`src/rtl/bs_pkg.sv`:
```
// bs_pkg: shared width constants and data type for the barrel shifter
package bs_pkg;
    localparam int BS_WIDTH = 8;
    localparam int BS_SHW = $clog2(BS_WIDTH);
    typedef logic [BS_WIDTH-1:0] bs_data_t;
endpackage

```
`src/rtl/bs_stage.sv`:
```
// bs_stage: one barrel stage, shifts (or rotates with BS_ROTATE_EN) left by DIST when en
module bs_stage #(
    parameter int WIDTH = 8,
    parameter int DIST = 1
) (
    input  logic [WIDTH-1:0] din,
    input  logic             en,
    output logic [WIDTH-1:0] dout
);
    // select moved or untouched data for this stage
    always_comb begin
`ifdef BS_ROTATE_EN
        dout = en ? {din[WIDTH-DIST-1:0], din[WIDTH-1:WIDTH-DIST]} : din;
`else
        dout = en ? din << DIST : din;
`endif
    end
endmodule

```
`src/rtl/bs_design.sv`:
```
// bs_design: log-depth left barrel shifter with registered output; BS_ROTATE_EN selects rotate
module bs_design
    import bs_pkg::*;
#(
    parameter int WIDTH = BS_WIDTH,
    parameter int SHW = $clog2(WIDTH)
) (
    input  logic             clk,
    input  logic             rst,
    input  logic [WIDTH-1:0] A,
    input  logic [SHW-1:0]   S,
    output logic [WIDTH-1:0] Vout
);
    logic [WIDTH-1:0] stg [SHW+1];
    assign stg[0] = A;
    for (genvar k = 0; k < SHW; k++) begin : g_stage
        bs_stage #(.WIDTH(WIDTH), .DIST(1 << k)) u_stage (
            .din (stg[k]),
            .en  (S[k]),
            .dout(stg[k+1])
        );
    end
    // capture the final stage; reset forces zeros regardless of A/S
    always_ff @(posedge clk) begin
        if (rst) Vout <= '0;
        else Vout <= stg[SHW];
    end
endmodule

```
`config.mk`:
```
export PLATFORM = sky130hd
export DESIGN_NAME = bs_design
export DESIGN_NICKNAME = d
export VERILOG_FILES = /design/src/rtl/bs_pkg.sv /design/src/rtl/bs_stage.sv /design/src/rtl/bs_design.sv
export SDC_FILE = /design/constraint.sdc
export NUM_CORES = 1
export LEC_CHECK = 0
export BUFFER_PORTS_ARGS = -buffer_cell sky130_fd_sc_hd__buf_2
export CAP_MARGIN = 10
export CORE_AREA = 2 2 39 41
export DETAILED_ROUTE_END_ITERATION = 10
export DIE_AREA = 0 0 41 43
export GPL_ROUTABILITY_DRIVEN = 0
export PLACE_DENSITY = 0.66
export SYNTH_ARGS = -nofsm -noshare
export SYNTH_HDL_FRONTEND = slang
export SYNTH_SLANG_ARGS = --single-unit
```
`constraint.sdc`:
```
create_clock -name clk -period 1.6 [get_ports clk]
set_clock_uncertainty 0.15 [all_clocks]
set_input_delay 0.32 -clock clk [delete_from_list [all_inputs] [get_ports clk]]
set_output_delay 0.32 -clock clk [all_outputs]
set_load 0.02 [all_outputs]
```
==> run summary <==
RUN STATUS
-------------------------------------------------------------------------------------------
Outcome ...................................................................... complete, no violations

YOSYS
-------------------------------------------------------------------------------------------
Share of Yosys cell area claimed by the top area cell type ...................        0.371
Synth Net Count ..............................................................           52
Synth warnings ...............................................................            0
Sequential-to-total area share from yosys stat ...............................        0.371
Avg Cell Area, Syn ...........................................................    11.1 um^2
Gate count of the mapped netlist .............................................           39
Combined area of all synthesized cells .......................................     432 um^2
Ranking of synthesized cells by area ......................................... dfxtp_1 (37%), mux2i_1 (9.3%), mux2_2 (7.8%), mux4_1 (6.1%), a2111oi_0 (4.1%)
Unique masters post-synth ....................................................           22
Yosys top cell by area .......................................................      dfxtp_1
Flop and latch count out of synthesis ........................................            8

DETAILED ROUTING
-------------------------------------------------------------------------------------------
Routed wire length ...........................................................       860 um
Number of vias after detailed routing ........................................          383
Routed length per instance ...................................................      11.3 um
# DRC ........................................................................            0
Antenna-violating nets left ..................................................            0
Number of design-rule violations left by the first detailed-router iteration .            0
Pre-antenna DRT Iters ........................................................            1
Via-to-Cell Ratio ............................................................         5.04

DIE
-------------------------------------------------------------------------------------------
Die span in x ................................................................        41 um
Standard-cell rows ...........................................................           14
# IOs ........................................................................           21
Die footprint ................................................................    1760 um^2
Overall die height ...........................................................        43 um
Initial core utilization .....................................................        0.312
Core region area .............................................................    1380 um^2

CTS
-------------------------------------------------------------------------------------------
Number of gates resized after cts ............................................            0
Clock-pin slew of the registers on the worst-case setup and hold paths .......      0.05 ns
Root buffer cell .............................................................     clkbuf_4
Post-cts hold buffer count ...................................................            0
Count of H-tree levels built during CTS ......................................            1
Clock Sink Count .............................................................            8
Number of setup buffers added after CTS ......................................            0
Max Root-Sink Buffers ........................................................            2
Number of buffers inserted during clock tree synthesis .......................            3
TritonCTS clock tree .........................................................          yes

FINAL LAYOUT
-------------------------------------------------------------------------------------------
Non-filler instance count after layout .......................................           76
Number of flip-flops in the largest register .................................            8
Register with the most flip-flops ............................................         Vout
Largest registers ............................................................ Vout: 8 flops
Area added between synthesis and finish ......................................        30.1%
# diodes .....................................................................            0
Nets@finish ..................................................................           75
Layout cells sized above 1 ...................................................        0.533
Layout filler cell count .....................................................          135

PWR
-------------------------------------------------------------------------------------------
Ratio of total power to cell area ............................................  833 nW/um^2
Total leakage power ..........................................................  0.000264 uW
Maximum vdd drop .............................................................       199 uV

WORST SETUP PATH
-------------------------------------------------------------------------------------------
Crit path max-delay cell type ................................................       mux4_1
Family with the most delay on the worst path ................................. multiplexers
Nature of the critical path startpoint ....................................... primary input
Data required time at the worst endpoint .....................................      1.57 ns
Arrival time reported for the critical path endpoint .........................      1.30 ns
Peak per-stage delay on the critical path ....................................      0.57 ns
Worst Setup End Kind .........................................................         flop
Largest fanout on the critical path ..........................................           10
List of cells traversed by the critical path ................................. buf_2 -> mux4_1 -> o22ai_1 -> a311oi_1
Number of buffer and inverter instances along the worst setup path ...........            1
Path type of the worst setup path ............................................    in -> reg

TIMING
-------------------------------------------------------------------------------------------
RSZ-0062 raised after global routing .........................................           no
Tcrit/Tclk final .............................................................        0.833
Count of pins over their slew limit ..........................................            0
Final Hold Fails .............................................................            0
Worst slew margin relative to its limit ......................................        0.711
Worst slack on hold paths ....................................................     0.205 ns
Finish-stage setup viols .....................................................            0
Slew of the pin with the lowest slew margin ..................................     0.422 ns
Final critical path time including I/O delays and setup ......................      1.33 ns
Setup TNS after final layout .................................................         0 ns
Fmax achieved ................................................................      750 MHz

HOLD PATH
-------------------------------------------------------------------------------------------
Worst hold-check path type ...................................................    in -> reg

GLOBAL ROUTING
-------------------------------------------------------------------------------------------
Global route total overflow ..................................................            0
Largest net degree at the start of global routing ............................           14
Total GRT Usage ..............................................................        0.120
Global-route wire length before repair .......................................      1430 um
Antenna violations before repair .............................................            0
Via count of the first global-routing pass ...................................          324

FLOW RUN
-------------------------------------------------------------------------------------------
Number of max-cap violations .................................................            0

PLACEMENT
-------------------------------------------------------------------------------------------
Count of buffers from port buffering .........................................           20
Placed instance count ........................................................           73

-- cell families after synthesis --
kind of cell / synth area share
AO/OA/AOI/OAI: 0.139
buffers and inverters: 0.0724
flip-flops: 0.371
multiplexers: 0.267
AND/OR/NAND/NOR: 0.151
-- where the power goes --
part           total (uW)  switching, uW  leakage [uW]  internal, uW
clock                 146           60.8     0.0000138          85.3
combinational         109           56.4      0.000185          52.3
sequential            213           1.95     0.0000659           211
total                 468            119      0.000264           349
-- path summary, 6_finish.rpt --
kind	end	slack (ns)	cells after the start	start
worst max-delay path	Vout[6]	0.27	4	S[0]
worst min-delay path	Vout[6]	0.21	2	rst
-- layout by cell type (no fill, tap or decap) --
master,instances
a2111oi_0,2
a2111oi_1,1
a311oi_1,1
and2b_2,2
buf_2,20
buf_4,2
clkbuf_4,3
dfxtp_1,8
inv_1,1
mux2_2,3
mux2_4,1
mux2i_1,4
mux4_1,1
nand2b_1,2
nor2_1,1
nor3_1,1
nor3b_1,1
nor4_1,2
o22ai_1,1
o32ai_1,2
or2_2,1
-- metrics by stage --
stage,worst slack (ns),total power [uW],instance area [um^2],utilization
2_1_floorplan,0.168,291,432,-
3_3_place_gp,0.0220,326,539,0.390
3_5_place_dp,0.00619,327,539,0.390
4_1_cts,0.273,478,562,0.406
5_1_grt,0.173,503,562,0.406
6_report,0.267,468,562,0.406
-- synth_stat cells --
cell and n:
mux4_1 1, nand2b_1 2, a311oi_1 1, a2111oi_1 1
dfxtp_1 8, or2_2 1, clkbuf_1 1, a2111oi_0 2
o32ai_1 2, mux2i_1 4, mux2_2 3, buf_2 1
and2b_2 2, mux2_4 1, nor3_1 1, inv_1 1
buf_4 1, nor3b_1 1, nor2_1 1, buf_6 1
o22ai_1 1, nor4_1 2
-- final cells by class --
type | count | area (um^2) | share of cell area
clock buffers | 3 | 22.5 | 0.0401
inverters | 1 | 3.75 | 0.00668
multi-input cells | 26 | 240 | 0.428
flip-flops and latches | 8 | 160 | 0.285
well taps | 16 | 20.0 | 0.0356
repair buffers | 22 | 115 | 0.205
-- per-layer routing --
layer,global-route usage,wire length (um),up-vias
met5,0,0,-
met4,0.100,14,0
met3,0.0209,55,2
met2,0.147,383,15
met1,0.174,405,172
li1,-,-,194
Power figures use the tool's default switching activity.
